[config.mk]
export PLATFORM = sky130hd
export DESIGN_NAME = spi_master_tx
export DESIGN_NICKNAME = d
export VERILOG_FILES = /design/src/rtl/spi_master_tx.sv
export SDC_FILE = /design/constraint.sdc
export NUM_CORES = 1
export LEC_CHECK = 0
export CAP_MARGIN = 20
export CORE_MARGIN = 2
export CORE_UTILIZATION = 50
export CTS_BUF_LIST = sky130_fd_sc_hd__clkbuf_16
export CTS_CLUSTER_SIZE = 28
export DETAILED_ROUTE_END_ITERATION = 8
export PLACE_DENSITY = 0.72
export SYNTH_ARGS = -nofsm -noshare
export SYNTH_HDL_FRONTEND = slang
export SYNTH_SLANG_ARGS = --single-unit
[constraint.sdc]
create_clock -name i_clk -period 2.3 [get_ports i_clk]
set_clock_uncertainty 0.15 [all_clocks]
set_input_delay 0.69 -clock i_clk [delete_from_list [all_inputs] [get_ports i_clk]]
set_output_delay 0.69 -clock i_clk [all_outputs]
set_load 0.1 [all_outputs]
[src/rtl/spi_master_tx.sv]
// spi_master_tx: SPI mode-0 (CPOL=0, CPHA=0) master for command bytes.
//
// Bytes arrive on a valid/ready stream together with a frame-end flag. They are
// queued and shifted out MSB-first. SCLK half-period is CLK_DIV cycles of i_clk.
// Slave select stays low across a multi-byte frame until the byte flagged i_last
// has finished. MISO is shifted in on every SCLK rise. Each finished byte is
// returned on o_rx_data with a one-cycle o_rx_valid strobe.
//
// Build option:
//   SPI_MASTER_TX_FIFO_EN  defined   -> the queue is a 4-entry FIFO
//                          undefined -> the queue is a single holding register
//   Transfer timing is identical in both builds.
//
// Parameters:
//   CLK_DIV  SCLK half-period in i_clk cycles (>= 1)
//   SS_GAP   minimum GAP cycles with ss high between frames (>= 1)
//
// Ports:
//   i_clk       system clock (the only clock)
//   i_rst       synchronous reset, active-high; flushes the queue and aborts any frame
//   i_data      byte to transmit
//   i_last      this byte ends the frame
//   i_valid     i_data / i_last are valid
//   o_ready     queue can accept a byte; a byte transfers on i_valid && o_ready
//   o_spi_clk   SCLK, idles low
//   o_spi_mosi  serial data out, MSB first
//   i_spi_miso  serial data in
//   o_spi_ss    slave select, active-low
//   o_rx_data   byte captured from MISO
//   o_rx_valid  one-cycle strobe; o_rx_data was updated this cycle
//   o_busy      high while a frame is active or the queue holds a byte
module spi_master_tx #(
  parameter int unsigned CLK_DIV = 5,
  parameter int unsigned SS_GAP  = 2
) (
  input  logic       i_clk,
  input  logic       i_rst,
  input  logic [7:0] i_data,
  input  logic       i_last,
  input  logic       i_valid,
  output logic       o_ready,
  output logic       o_spi_clk,
  output logic       o_spi_mosi,
  input  logic       i_spi_miso,
  output logic       o_spi_ss,
  output logic [7:0] o_rx_data,
  output logic       o_rx_valid,
  output logic       o_busy
);

  // One shared down-counter covers the SCLK half-period, HOLD and GAP.
  localparam int unsigned MaxCnt = (CLK_DIV > SS_GAP) ? CLK_DIV : SS_GAP;
  localparam int unsigned CntW   = $clog2(MaxCnt + 1);
  localparam logic [CntW-1:0] DivLast = CntW'(CLK_DIV - 1);
  localparam logic [CntW-1:0] GapLast = CntW'(SS_GAP - 1);

  typedef enum logic [2:0] {
    StIdle,
    StSetup,
    StShift,
    StStall,
    StHold,
    StGap
  } state_e;

  // ---------------------------------------------------------------------------
  // Byte queue. Each entry is {last, data}.
  // ---------------------------------------------------------------------------
  logic       push;
  logic       pop;
  logic       q_full;
  logic       q_empty;
  logic       q_occ_d;  // queue holds at least one entry after this edge
  logic [8:0] q_head;

  // Reset holds o_ready low so no byte is accepted into a queue being flushed.
  assign o_ready = !q_full && !i_rst;
  assign push    = i_valid && o_ready;

`ifdef SPI_MASTER_TX_FIFO_EN
  logic [8:0] mem_q [4];
  logic [1:0] wr_q;
  logic [1:0] rd_q;
  logic [2:0] cnt_q;
  logic [2:0] cnt_d;

  always_comb begin
    cnt_d = cnt_q;
    if (push && !pop) begin
      cnt_d = cnt_q + 3'd1;
    end else if (!push && pop) begin
      cnt_d = cnt_q - 3'd1;
    end
  end

  always_ff @(posedge i_clk) begin
    if (i_rst) begin
      wr_q  <= '0;
      rd_q  <= '0;
      cnt_q <= '0;
    end else begin
      if (push) begin
        wr_q <= wr_q + 2'd1;
      end
      if (pop) begin
        rd_q <= rd_q + 2'd1;
      end
      cnt_q <= cnt_d;
    end
  end

  // Storage needs no reset; the pointers and count define what is valid.
  always_ff @(posedge i_clk) begin
    if (push) begin
      mem_q[wr_q] <= {i_last, i_data};
    end
  end

  assign q_head  = mem_q[rd_q];
  assign q_full  = (cnt_q == 3'd4);
  assign q_empty = (cnt_q == 3'd0);
  assign q_occ_d = (cnt_d != 3'd0);
`else
  logic [8:0] hold_q;
  logic       full_q;
  logic       full_d;

  // push needs !full and pop needs full, so they never happen together here.
  always_comb begin
    full_d = full_q;
    if (push) begin
      full_d = 1'b1;
    end else if (pop) begin
      full_d = 1'b0;
    end
  end

  always_ff @(posedge i_clk) begin
    if (i_rst) begin
      full_q <= 1'b0;
    end else begin
      full_q <= full_d;
    end
  end

  always_ff @(posedge i_clk) begin
    if (push) begin
      hold_q <= {i_last, i_data};
    end
  end

  assign q_head  = hold_q;
  assign q_full  = full_q;
  assign q_empty = !full_q;
  assign q_occ_d = full_d;
`endif

  // ---------------------------------------------------------------------------
  // Transfer FSM
  // ---------------------------------------------------------------------------
  state_e          state_q, state_d;
  logic [CntW-1:0] div_q, div_d;
  logic [2:0]      bit_q, bit_d;      // SCLK falls completed in the current byte
  logic [7:0]      tx_sh_q, tx_sh_d;  // bit 7 is the bit currently on MOSI
  logic            last_q, last_d;    // frame-end flag of the byte in flight
  logic [7:0]      rx_sh_q, rx_sh_d;
  logic            sclk_q, sclk_d;
  logic            mosi_q, mosi_d;
  logic            ss_q, ss_d;
  logic [7:0]      rx_data_q, rx_data_d;
  logic            rx_valid_q, rx_valid_d;
  logic            busy_q, busy_d;
  logic            load;              // pop the queue head into the shifter

  assign pop = load;

  always_comb begin
    state_d    = state_q;
    div_d      = div_q;
    bit_d      = bit_q;
    tx_sh_d    = tx_sh_q;
    last_d     = last_q;
    rx_sh_d    = rx_sh_q;
    sclk_d     = sclk_q;
    mosi_d     = mosi_q;
    ss_d       = ss_q;
    rx_data_d  = rx_data_q;
    rx_valid_d = 1'b0;
    load       = 1'b0;

    unique case (state_q)
      StIdle: begin
        if (!q_empty) begin
          load    = 1'b1;
          ss_d    = 1'b0;
          div_d   = '0;
          state_d = StSetup;
        end
      end

      StSetup: begin
        if (div_q == DivLast) begin
          div_d   = '0;
          bit_d   = '0;
          sclk_d  = 1'b1;
          rx_sh_d = {rx_sh_q[6:0], i_spi_miso};
          state_d = StShift;
        end else begin
          div_d = div_q + CntW'(1);
        end
      end

      StShift: begin
        if (div_q == DivLast) begin
          div_d = '0;
          if (!sclk_q) begin
            sclk_d  = 1'b1;
            rx_sh_d = {rx_sh_q[6:0], i_spi_miso};
          end else begin
            sclk_d = 1'b0;
            if (bit_q == 3'd7) begin
              bit_d      = '0;
              rx_valid_d = 1'b1;
              rx_data_d  = rx_sh_q;
              if (last_q) begin
                state_d = StHold;
              end else if (!q_empty) begin
                // Next byte's bit 7 goes out on this same fall: SCLK never pauses.
                load = 1'b1;
              end else begin
                state_d = StStall;
              end
            end else begin
              bit_d   = bit_q + 3'd1;
              mosi_d  = tx_sh_q[6];
              tx_sh_d = {tx_sh_q[6:0], 1'b0};
            end
          end
        end else begin
          div_d = div_q + CntW'(1);
        end
      end

      StStall: begin
        if (!q_empty) begin
          load    = 1'b1;
          div_d   = '0;
          state_d = StSetup;
        end
      end

      StHold: begin
        if (div_q == DivLast) begin
          div_d   = '0;
          ss_d    = 1'b1;
          mosi_d  = 1'b0;
          state_d = StGap;
        end else begin
          div_d = div_q + CntW'(1);
        end
      end

      StGap: begin
        if (div_q == GapLast) begin
          div_d   = '0;
          state_d = StIdle;
        end else begin
          div_d = div_q + CntW'(1);
        end
      end

      default: begin
        state_d = StIdle;
      end
    endcase

    if (load) begin
      tx_sh_d = q_head[7:0];
      last_d  = q_head[8];
      mosi_d  = q_head[7];
    end
  end

  // Registered so o_busy reflects the state and queue of the same cycle.
  always_comb begin
    busy_d = (state_d != StIdle) || q_occ_d;
  end

  always_ff @(posedge i_clk) begin
    if (i_rst) begin
      state_q    <= StIdle;
      div_q      <= '0;
      bit_q      <= '0;
      tx_sh_q    <= '0;
      last_q     <= 1'b0;
      rx_sh_q    <= '0;
      sclk_q     <= 1'b0;
      mosi_q     <= 1'b0;
      ss_q       <= 1'b1;
      rx_data_q  <= '0;
      rx_valid_q <= 1'b0;
      busy_q     <= 1'b0;
    end else begin
      state_q    <= state_d;
      div_q      <= div_d;
      bit_q      <= bit_d;
      tx_sh_q    <= tx_sh_d;
      last_q     <= last_d;
      rx_sh_q    <= rx_sh_d;
      sclk_q     <= sclk_d;
      mosi_q     <= mosi_d;
      ss_q       <= ss_d;
      rx_data_q  <= rx_data_d;
      rx_valid_q <= rx_valid_d;
      busy_q     <= busy_d;
    end
  end

  assign o_spi_clk  = sclk_q;
  assign o_spi_mosi = mosi_q;
  assign o_spi_ss   = ss_q;
  assign o_rx_data  = rx_data_q;
  assign o_rx_valid = rx_valid_q;
  assign o_busy     = busy_q;

endmodule

==> results.py <==
metrics = {
    "outcome": {
        "status": "finished clean",
    },
    "place": {
        "io_buffers": 26,
        "place.gp.congestion": 0.865,
        "dp_hpwl_um": 3010,
        "dp.cells": 280,
    },
    "drt": {
        "routed_wl_um": 4240,
        "antenna_left": 0,
        "firstDrtPassIters": 4,
        "drt_iter0_drc": 83,
        "via_per_inst": 5.68,
        "drt-wirelength-per-cell_um": 14.7,
        "drc": 0,
        "vias": 1635,
    },
    "min_path": {
        "min_from": "bit_q[0]$_SDFFE_PP0P_",
        "min_path_cells": 2,
        "hp-class": "flip-flop to flip-flop",
        "worstHoldEndpoint": "bit_q[0]$_SDFFE_PP0P_",
    },
    "global_route": {
        "grt_pass1_wl_um": 7270,
        "grt_util_all_layers_pct": 18.7,
        "antenna_found_initial": 0,
        "grt_pass1_vias": 1530,
        "grt_max_degree": 40,
        "grt_overflow": 0,
    },
    "cts": {
        "cts.clk_slew.worst_paths_ps": 60,
        "hold_buffers": 0,
        "cts_post_setup_buffers_inserted": 0,
        "cts_tree": "yes",
        "insertion_delay_ps": 280,
        "cts.htree.levels": 2,
        "clockBufferDepth": 2,
        "cts.sinks": 48,
        "cts_resized": 1,
        "cts_made_buffers": 5,
        "cts_root_buf": "clkbuf_16",
    },
    "sta": {
        "max-slew-margin-rel_pct": 60.9,
        "hold_violations": 0,
        "slew_viol_final": 0,
        "post-route-min-period_ps": 2120,
        "fin_crit_sh_pct": 92.2,
        "rsz0062_at_grt": "false",
        "fmax_mhz": 472,
        "worstMarginPinSlew_ps": 585,
        "finalSetupViolCount": 0,
        "holdWs_ps": 348,
    },
    "layout": {
        "fin_nets": 255,
        "area_growth_pct": 28.0,
        "final_cells": 288,
        "layout-drive-gt1-share_pct": 16.8,
        "n_antenna_cell": 0,
    },
    "setup_path": {
        "path_max_fanout": 2,
        "cp-end-kind": "output port",
        "r2r-start": "div_q[0]$_SDFFE_PP0P_",
        "worst_setup_path_start_kind": "input pin",
        "crit_chain": "dlygate4sd2_1, nor2_4, buf_12",
        "slowest_delay_ps": 260,
        "crit_arrival_ps": 1280,
        "cp.required_ps": 1460,
        "crit_type": "input pin to output port",
        "reg2reg_depth": 6,
        "reg2reg_slack_ps": 200,
        "crit-reg2reg-capture": "tx_sh_q[1]$_SDFFE_PP0P_",
        "slowest_stage": "dlygate4sd2_1",
    },
    "synthesis": {
        "yosysTopAreaCellShare_pct": 36.4,
        "synth_largest_area_cell": "dfxtp_1",
        "synth_warnings": 0,
        "yosysSeqAreaShare_pct": 49.0,
        "synth_ff_type": "dfxtp_1",
        "syn_area_per_cell_um2": 10.2,
        "synth_nets": 229,
        "synthArstFlopShare_pct": 0,
        "synth_area_leaders": "dfxtp_1 36%, edfxtp_1 13%, mux2i_1 11%",
        "netlist_area_um2": 2140,
        "synth_edf_count": 9,
        "synth_cell_types": 42,
        "synthCells": 211,
        "synth_seq_cells": 48,
    },
    "job": {
        "drv_cap": 0,
    },
    "power_and_ir_drop": {
        "peakVddDrop_uv": 495,
        "total_power_mw": 1.75,
        "p_leak_nw": 1.13,
        "power.density_nw_per_um2": 638,
    },
    "floorplan": {
        "coreArea_um2": 4060,
        "ios": 27,
        "die_y_um": 69.5,
        "die-area_um2": 4830,
        "start_util_pct": 52.8,
        "num_rows": 23,
        "die_width_um": 69.5,
    },
}
[where the power goes]
group          switching, mW  internal (mW)
combinational         0.0968         0.0700
sequential            0.0176          0.881
clock                  0.291          0.395
[worst max path at each step]
stage,cells past startpoint,to,slack [ps],startpoint
6_report,3,o_ready,180,i_rst
5_1_grt,6,tx_sh_q[1]$_SDFFE_PP0P_,70,div_q[0]$_SDFFE_PP0P_
4_1_cts,3,o_ready,170,i_rst
3_5_place_dp,3,o_ready,-10,i_rst
3_3_place_gp,3,o_ready,5,i_rst
2_1_floorplan,2,hold_q[0]$_DFFE_PP_,240,i_rst
[logic make-up (layout without fill, tap and decap cells)]
group,after synthesis,after routing,synth area share (%)
adders and majority gates,5,5,2.92
muxes,23,23,10.7
DFF,48,48,49.0
AOI/OAI and AO/OA,41,41,13.4
buffers and inverters,17,44,3.74
and+or+nand+nor,77,77,20.1
[worst max-delay path, delay by kind of cell]
family | cells | cell delay [ps]
buffers and inverters | 2 | 440
and+or+nand+nor | 1 | 140
[cells in the mapped netlist (2+ instances only)]
master and instances:
nor3_1 10, buf_2 7, a21oi_1 9, a22oi_1 3
nor2_1 28, and2_1 3, o21ai_0 5, inv_1 3
o21a_1 2, nand3_1 4, clkbuf_1 6, dfxtp_1 39
ha_1 5, a211oi_1 10, mux2i_1 23, and3b_1 2
edfxtp_1 9, o221a_2 2, nor2b_1 5, nor3b_1 2
nand2b_1 3, o211ai_1 2, nand4b_1 2, or3b_2 2
nand2_1 7, nand4bb_1 2
[layer usage]
metal	track usage (%)	vias to the layer above	share of wire, %
met4	6.54	0	1.4
met1	25.3	775	47
met3	4.65	6	3.8
li1	-	816	-
met5	0	-	0
met2	29.2	38	48
[registers in the layout, summed over array words and instances, names as in the netlist]
signal / count
div_q: 3
bit_q: 3
o_spi_ss: 1
o_spi_clk: 1
o_busy: 1
last_q: 1
full_q: 1
state_q: 3
tx_sh_q: 7
o_rx_data: 8
rx_sh_q: 8
o_spi_mosi: 1
hold_q: 9
o_rx_valid: 1
[layout make-up]
cell class | instances | area, um2
clock buffers | 5 | 125
clock inverters | 3 | 15.0
fillers | 283 | 1320
inverters | 3 | 11.3
multi-input cells | 146 | 1020
flip-flops and latches | 48 | 1050
well taps | 50 | 62.6
repair buffers | 33 | 452
[per-stage QoR]
step | utilization (%) | setup WS, ps | TNS, ps | area [um2]
after detailed placement | 64.2 | -9.67 | -9.67 | 2600
after global routing | 67.6 | 71.9 | 0 | 2740
after global placement | 64.2 | 5.46 | 0 | 2600
after floorplan | - | 240 | 0 | 2150
final | 67.6 | 180 | 0 | 2740
after CTS | 67.6 | 173 | 0 | 2740
[cell usage in the layout (no fill, tap or decap), drive strengths merged, types with 2 or more instances in the layout]
master,Yosys,final
clkbuf,6,5
nand2b,3,3
a22oi,3,3
nand4b,3,3
and3b,3,3
nor3,10,10
o21ai,6,6
a211oi,10,10
o221a,2,2
nand2,7,7
or2,2,2
a21oi,10,10
o211ai,2,2
nor3b,2,2
edfxtp,9,9
and2,3,3
ha,5,5
o21a,2,2
nor2b,5,5
buf,8,21
mux2i,23,23
or4,2,2
nand3,4,4
clkdlybuf4s50,0,11
nand4bb,2,2
or3b,2,2
nor2,28,28
dfxtp,39,39
inv,3,4
Note: power is estimated with default switching activity, not from simulation.
